$ cat src/rtl/mips_pkg.sv
// Shared definitions for the MIPS front end: opcodes, the NOP word and the
// fetch-state encoding used by the fetch stage.
package mips_pkg;

  localparam logic [5:0] OP_RTYPE = 6'b000000;
  localparam logic [5:0] OP_LW    = 6'b100011;
  localparam logic [5:0] OP_SW    = 6'b101011;
  localparam logic [5:0] OP_BEQ   = 6'b000100;
  localparam logic [5:0] OP_J     = 6'b000010;

  // sll $0,$0,0 -- architecturally a no-op
  localparam logic [31:0] NOP_INSTR = 32'h0000_0000;

  typedef enum logic {
    FETCH = 1'b0,
    HELD  = 1'b1
  } fetch_state_e;

endpackage

$ cat src/rtl/instr_fetch_stage_if_id_reg.sv
// IF/ID pipeline register: flush beats load, otherwise holds its contents.
module if_id_reg #(
  parameter int unsigned       DATA_W    = 32,
  parameter logic [DATA_W-1:0] NOP_INSTR = '0
) (
  input  logic              clk,
  input  logic              reset,
  input  logic              load_i,
  input  logic              flush_i,
  input  logic [DATA_W-1:0] instr_i,
  input  logic [DATA_W-1:0] pc_plus4_i,
  output logic [DATA_W-1:0] instr_o,
  output logic [DATA_W-1:0] pc_plus4_o,
  output logic              valid_o
);

  logic [DATA_W-1:0] instr_q;
  logic [DATA_W-1:0] pc_plus4_q;
  logic              valid_q;

  // Register update: flush inserts a bubble, load captures a new instruction
  always_ff @(posedge clk or posedge reset) begin
    if (reset) begin
      instr_q    <= NOP_INSTR;
      pc_plus4_q <= '0;
      valid_q    <= 1'b0;
    end else if (flush_i) begin
      instr_q    <= NOP_INSTR;
      pc_plus4_q <= '0;
      valid_q    <= 1'b0;
    end else if (load_i) begin
      instr_q    <= instr_i;
      pc_plus4_q <= pc_plus4_i;
      valid_q    <= 1'b1;
    end
  end

  assign instr_o    = instr_q;
  assign pc_plus4_o = pc_plus4_q;
  assign valid_o    = valid_q;

endmodule

$ cat src/rtl/instr_fetch_stage.sv
// Instruction fetch stage: PC, imem req/ready handshake, one-entry skid
// buffer for words that arrive during a stall, and the IF/ID register.
module instr_fetch_stage #(
  parameter int unsigned       DATA_W    = 32,
  parameter logic [DATA_W-1:0] RESET_PC  = '0,
  parameter logic [DATA_W-1:0] NOP_INSTR = mips_pkg::NOP_INSTR
) (
  input  logic              clk,
  input  logic              reset,
  input  logic              stall,
  input  logic              branch_taken,
  input  logic [DATA_W-1:0] branch_target,
  input  logic              jump,
  output logic              imem_req,
  output logic [DATA_W-1:0] imem_addr,
  input  logic [DATA_W-1:0] imem_rdata,
  input  logic              imem_ready,
  output logic [DATA_W-1:0] if_id_instr,
  output logic [DATA_W-1:0] if_id_pc_plus4,
  output logic              if_id_valid,
  output logic [5:0]        opcode
);

  import mips_pkg::*;

  fetch_state_e      state_q, state_d;
  logic [DATA_W-1:0] pc_q, pc_d;
  logic [DATA_W-1:0] skid_instr_q, skid_instr_d;
  logic [DATA_W-1:0] skid_pc4_q, skid_pc4_d;

  logic              load, flush, redirect;
  logic [DATA_W-1:0] pc_plus4, jump_target, redirect_target;
  logic [DATA_W-1:0] load_instr, load_pc4;

  assign pc_plus4    = pc_q + DATA_W'(4);
  // Jump only makes sense for a real instruction sitting in IF/ID
  assign jump_target = {if_id_pc_plus4[DATA_W-1:DATA_W-4], if_id_instr[25:0], 2'b00};
  assign redirect    = branch_taken | (jump & if_id_valid);
  // EX is older than ID, so a resolved branch beats a decoded jump
  assign redirect_target = branch_taken ? branch_target : jump_target;

  // Next-state, PC and IF/ID control; redirect overrides stall and ready
  always_comb begin
    state_d      = state_q;
    pc_d         = pc_q;
    skid_instr_d = skid_instr_q;
    skid_pc4_d   = skid_pc4_q;
    load         = 1'b0;
    flush        = 1'b0;
    load_instr   = imem_rdata;
    load_pc4     = pc_plus4;
    if (redirect) begin
      pc_d         = redirect_target;
      flush        = 1'b1;
      skid_instr_d = '0;
      skid_pc4_d   = '0;
      state_d      = FETCH;
    end else begin
      unique case (state_q)
        FETCH: begin
          if (imem_ready) begin
            pc_d = pc_plus4;
            if (!stall) begin
              load = 1'b1;
            end else begin
              skid_instr_d = imem_rdata;
              skid_pc4_d   = pc_plus4;
              state_d      = HELD;
            end
          end
        end
        HELD: begin
          if (!stall) begin
            load       = 1'b1;
            load_instr = skid_instr_q;
            load_pc4   = skid_pc4_q;
            state_d    = FETCH;
          end
        end
        default: state_d = FETCH;
      endcase
    end
  end

  // State, PC and skid buffer registers
  always_ff @(posedge clk or posedge reset) begin
    if (reset) begin
      state_q      <= FETCH;
      pc_q         <= RESET_PC;
      skid_instr_q <= '0;
      skid_pc4_q   <= '0;
    end else begin
      state_q      <= state_d;
      pc_q         <= pc_d;
      skid_instr_q <= skid_instr_d;
      skid_pc4_q   <= skid_pc4_d;
    end
  end

  // Request drops asynchronously with reset, not just at the next edge
  assign imem_req  = (state_q == FETCH) && !reset;
  assign imem_addr = pc_q;
  assign opcode    = if_id_instr[DATA_W-1:DATA_W-6];

  if_id_reg #(
    .DATA_W    (DATA_W),
    .NOP_INSTR (NOP_INSTR)
  ) u_if_id_reg (
    .clk        (clk),
    .reset      (reset),
    .load_i     (load),
    .flush_i    (flush),
    .instr_i    (load_instr),
    .pc_plus4_i (load_pc4),
    .instr_o    (if_id_instr),
    .pc_plus4_o (if_id_pc_plus4),
    .valid_o    (if_id_valid)
  );

endmodule

$ cat config.mk
export PLATFORM = sky130hd
export DESIGN_NAME = instr_fetch_stage
export DESIGN_NICKNAME = d
export VERILOG_FILES = /design/src/rtl/mips_pkg.sv /design/src/rtl/instr_fetch_stage_if_id_reg.sv /design/src/rtl/instr_fetch_stage.sv
export SDC_FILE = /design/constraint.sdc
export NUM_CORES = 1
export LEC_CHECK = 0
export ABC_AREA = 1
export CAP_MARGIN = 20
export CORE_MARGIN = 10
export CORE_UTILIZATION = 35
export DETAILED_ROUTE_END_ITERATION = 16
export DONT_BUFFER_PORTS = 1
export PLACE_DENSITY = 0.46
export SLEW_MARGIN = 5
export SYNTH_ARGS = -nofsm -noshare
export SYNTH_HDL_FRONTEND = slang
export SYNTH_HIERARCHICAL = 1
export SYNTH_SLANG_ARGS = --single-unit
$ cat constraint.sdc
create_clock -name clk -period 3.2 [get_ports clk]
set_input_delay 0.32 -clock clk [delete_from_list [all_inputs] [get_ports clk]]
set_output_delay 0.32 -clock clk [all_outputs]
set_load 0.01 [all_outputs]
## After elaboration in Yosys (flattened, before gate mapping)

Cells that the tools add are included.

- Input port bits: 70
- Output and inout port bits: 104
- Register bits after elaboration: 162

- Add/sub/neg operators: 1
- Reductions and logical operators: 5
- Eq/ne operators: 1
- Bitwise operators: 3
- Mux-type cells: 31

Operators with widths:

| operator | count |
|---|---|
| $mux 32 | 20 |
| $add 32x3->32 const B | 1 |
| $mux 1 | 9 |
| $pmux 1 s2 | 2 |
| $reduce_bool 2->1 | 2 |
| $ne 2x1->1 const B | 1 |
| $reduce_and 2->1 | 1 |
| $and 1x1->1 | 1 |
| $logic_and 1x1->1 | 1 |
| $logic_not 1->1 | 1 |
| $not 1->1 | 1 |
| $or 1x1->1 | 1 |

## Longest topological paths before layout

- Depth after elaboration: 6
- Gate-level depth with buffers: 12

## By module

Netlist, hierarchy kept.

By module, submodules not included:

| module | seq. area each (sq um) | times used | cells an instance | area an instance (sq um) |
|---|---|---|---|---|
| instr_fetch_stage | 2427.3 | 1 | 1053 | 6713.9 |
| if_id_reg | 1626.6 | 1 | 281 | 2562.5 |

## Least setup slack after synthesis

Ideal clock, no wire load.

- Kind: input -> register
- Start: input port branch_taken
- End: register u_if_id_reg.instr_q[10], in the netlist u_if_id_reg/instr_o[10]
- Cell stages on the path: 11
- Arrival time: 1.685 ns
- Path buffers: 4
- Required time: 3.135 ns
- Setup slack: 1.450 ns
- Cells stage by stage: buf_2 inv_2 nand2_4 inv_2 buf_2 o21ai_0 nor2_1 buf_4 buf_4 nand3_1 nand2_1

- Elaborated cells between the ends (all ways): 7
- Classes of those cells: mux: 5; bitwise: 1; reduce/logical: 1

RTL lines:

| item | line | RTL |
|---|---|---|
| from (decl) | instr_fetch_stage.sv:11 | `input logic branch_taken,` |
| $or 1x1->1 | instr_fetch_stage.sv:38 | `assign redirect = branch_taken \| (jump & if_id_valid);` |
| $mux 1 | instr_fetch_stage.sv:52 | `if (redirect) begin` |
| net load | instr_fetch_stage.sv:31 | `logic load, flush, redirect;` |
| $reduce_bool 2->1 (no line) | - |  |
| to (signal assigned) | instr_fetch_stage_if_id_reg.sv:32 | `instr_q <= instr_i;` |
| to (decl) | instr_fetch_stage_if_id_reg.sv:17 | `logic [DATA_W-1:0] instr_q;` |

The timed path passes the listed nets, and every way through them passes these cells. The select of a mux whose other input is x is not followed.
A chain may end at the register's enable or synchronous reset.

## Worst setup path in the final report

- Start: register u_if_id_reg.valid_q, in the netlist u_if_id_reg/valid_o
- End: register u_if_id_reg.pc_plus4_q[12], in the netlist u_if_id_reg/pc_plus4_o[12]

- Elaborated cells between the ends (all ways): 8
- Classes of those cells: mux: 5; bitwise: 2; reduce/logical: 1

RTL lines:

| item | line | RTL |
|---|---|---|
| from (decl) | instr_fetch_stage_if_id_reg.sv:19 | `logic valid_q;` |
| from (signal assigned) | instr_fetch_stage_if_id_reg.sv:26 | `valid_q <= 1'b0;` |
| from (signal assigned) | instr_fetch_stage_if_id_reg.sv:30 | `valid_q <= 1'b0;` |
| from (signal assigned) | instr_fetch_stage_if_id_reg.sv:34 | `valid_q <= 1'b1;` |
| $and 1x1->1 | instr_fetch_stage.sv:38 |  |
| $or 1x1->1 | instr_fetch_stage.sv:38 |  |
| $mux 1 | instr_fetch_stage.sv:52 |  |
| net load | instr_fetch_stage.sv:31 |  |
| $reduce_bool 2->1 (no line) | - |  |
| to (signal assigned) | instr_fetch_stage_if_id_reg.sv:33 | `pc_plus4_q <= pc_plus4_i;` |
| to (decl) | instr_fetch_stage_if_id_reg.sv:18 | `logic [DATA_W-1:0] pc_plus4_q;` |

The timed path passes the listed nets, and every way through them passes these cells. The select of a mux whose other input is x is not followed.

==> qor.yml <==
status: "completed"
regArea_sq_um: 4050
track_usage_pct: 19.8
dr.pass1.iters: 5
hold_path_class: "primary input to flop"
via_per_inst: 5.02
start_util_pct: 35.6
syn-num-nets: 1405
yosysSeqAreaShare_pct: 43.7
ant_nets: 0
maxSlewViolCount: 0
ios: 174
critPathKind: "flop to flop"
crit_arrival_ns: 2.86
vias: 8244
clockRootBuffer: "clkbuf_16"
synthDistinctLibCells: 31
ys_ff_latch: 162
stdcell_count: 1643
htreeDepth: 4
synthTopCellsByArea: "dfrtp_1, nand2_1, nand3_1, o21ai_0, inv_1"
gr-total-overflow: 0
clk_latency_ns: 0.43
path_cells: "nand2_1 -> nand2_4 -> inv_2 -> o21ai_0 -> nor2_4 -> nor2_4 -> buf_4 -> nand2_1 -> nand2_1"
cts_inserted_buffers: 17
wl_per_cell_um: 20.4
dp.cells: 1605
critPathLaunchType: "flop"
avgSynthCellArea_sq_um: 6.95
max_slew_margin_pct: 32.8
worstMarginPinSlew_ns: 1.01
synthCells: 1334
dieWidth_um: 183
final_area_sq_um: 10100
max_stage_delay_ns: 0.76
final_layout_size_suffix_gt1_share_pct: 7.60
finalSetupViolCount: 0
critPathMostFrequentCell: "nand2_1"
yosysWarningCount: 6
crit_slowest_cell: "nor2_4"
fp.coreArea_sq_um: 26100
min_period_ns: 2.49
gp_congestion: 0.856
skew_ns: 0.0152
die-area_sq_um: 33400
tritoncts: "built"
cts.repair.resized: 0
dpl-instance-area_sq_um: 9480
multi_input_area_sq_um: 4400
fin_setup_tns_ns: 0
area_delta_synth_final_pct: 8.85
drv_cap: 0
io_buffer_count: 0
finalCritPeriodShare_pct: 77.9
die_h_um: 183
crit_path_max_fanout: 40
nFillCells: 2793
first_global_vias: 8070
synth_top_area_share_pct: 43.7
rsz0062_at_grt: "false"
antenna_found_initial: 5
hold_violations: 0
hpwl_mm: 23.7
endpoint_kind: "flop"
timing.fmax_ghz: 0.401
total_leakage_power_nw: 5.08
grt_pass1_wl_mm: 51.2
synth_area_sq_um: 9280
power-per-cell-area_nw_per_um2: 522
cts_buffer_depth: 2
cts.clk_slew.worst_paths_ns: 0.07
post_cts_buffers: 0
drt_iter0_drc: 582
max-vdd-ir-drop_mv: 0.340
hold_buffers: 1
totalWireLength_mm: 33.5
clock_sink_count: 162
layout.nets: 1361
grt_max_degree: 132
required_ns: 3.56
row_count: 59
drc_errors: 0
yosysTopAreaCell: "dfrtp_1"
[registers in the layout, summed over array words and instances (netlist names)]
name,cells
imem_addr,32
skid_pc4_q,32
u_if_id_reg/valid_o,1
u_if_id_reg/pc_plus4_o,32
state_q,1
skid_instr_q,32
u_if_id_reg/instr_o,32
[where the power goes]
part           switching, mW  internal (mW)
clock                  0.969           1.14
sequential             0.218           2.18
combinational          0.531          0.234
[critical path, delay by kind of cell, from the launching register on]
kind                   cells  cell delay (ns)
and+or+nand+nor            6             1.20
buffers and inverters      2             0.54
DFF                        1             0.48
AOI/OAI and AO/OA          1             0.20
[cell usage after synthesis (all sizes together)]
| cell type | number |
|---|---|
| a21oi | 8 |
| and2 | 4 |
| buf | 55 |
| clkbuf | 26 |
| dfrtp | 162 |
| ha | 1 |
| inv | 115 |
| mux2i | 2 |
| nand2 | 557 |
| nand3 | 156 |
| nand3b | 1 |
| nor2 | 60 |
| o211ai | 13 |
| o21ai | 111 |
| o21bai | 8 |
| o221a | 1 |
| o221ai | 4 |
| o22ai | 24 |
| or2 | 20 |
| xor2 | 6 |
[kinds of logic after synthesis]
group           count (synthesis)  share of synthesized area (%)
xor+xnor                        6                          0.566
buf+inv                       196                           8.97
flops                         162                           43.7
simple gates                  798                           36.2
compound gates                169                           10.2
fa+ha+maj                       1                          0.135
mux                             2                          0.216
[per-layer routing]
metal  vias up  global-route usage, %  share of wire, %
li1       4153                      -                 -
met1      3875                   26.2                45
met2       195                   30.3                45
met3        21                   7.26               8.7
met4         0                   4.55               1.2
met5         -                      0                 0
[path summary, 6_finish.rpt]
kind,start,to,slack (ns),cells past startpoint
worst min register to register,skid_pc4_q[20],skid_pc4_q[20],0.47,2
worst max register to register,u_if_id_reg/valid_o,u_if_id_reg/pc_plus4_o[12],0.71,9
worst max-delay path,u_if_id_reg/valid_o,u_if_id_reg/pc_plus4_o[12],0.71,9
worst min-delay path,branch_target[1],imem_addr[1],0.01,2
min in group asynchronous,reset,u_if_id_reg/instr_o[24],0.06,2
max in group asynchronous,reset,skid_instr_q[6],1.93,3
[through the flow]
step	hold slack (ns)	utilization (%)	setup WS [ns]	total power, mW
final	0.0139	38.7	0.707	5.27
after global routing	0.0151	38.7	0.462	5.53
after CTS	0.00351	38.7	0.628	5.34
after detailed placement	0.375	36.4	0.634	3.21
after global placement	0.382	36.4	0.688	3.21
after floorplan	0.441	-	0.346	2.95
[final cells by class]
type                            instances  share of cell area, %
Antenna cell                            5                  0.124
Multi-Input combinational cell        976                   43.6
Sequential cell                       162                   40.1
Tap cell                              335                   4.15
Inverter                              115                   4.30
Clock buffer                           19                   4.49
Timing Repair Buffer                   18                   1.86
Clock inverter                         13                   1.38
[cell usage in the layout, fill, tap and decap left out, drive strengths merged]
cell,netlist,layout
nor2,60,60
o22ai,24,24
ha,1,1
o21bai,8,8
buf,55,17
o221a,1,1
o21ai,111,111
inv,115,122
diode,0,5
nand2,557,557
clkinvlp,0,3
o221ai,4,4
dlygate4sd3,0,1
nand3,156,156
xor2,6,6
nand3b,1,1
a21oi,8,8
or2,20,20
and2,4,4
o211ai,13,13
clkinv,0,2
dfrtp,162,162
mux2i,2,2
bufinv,0,1
clkbuf,26,19
Power figures use the tool's default switching activity.
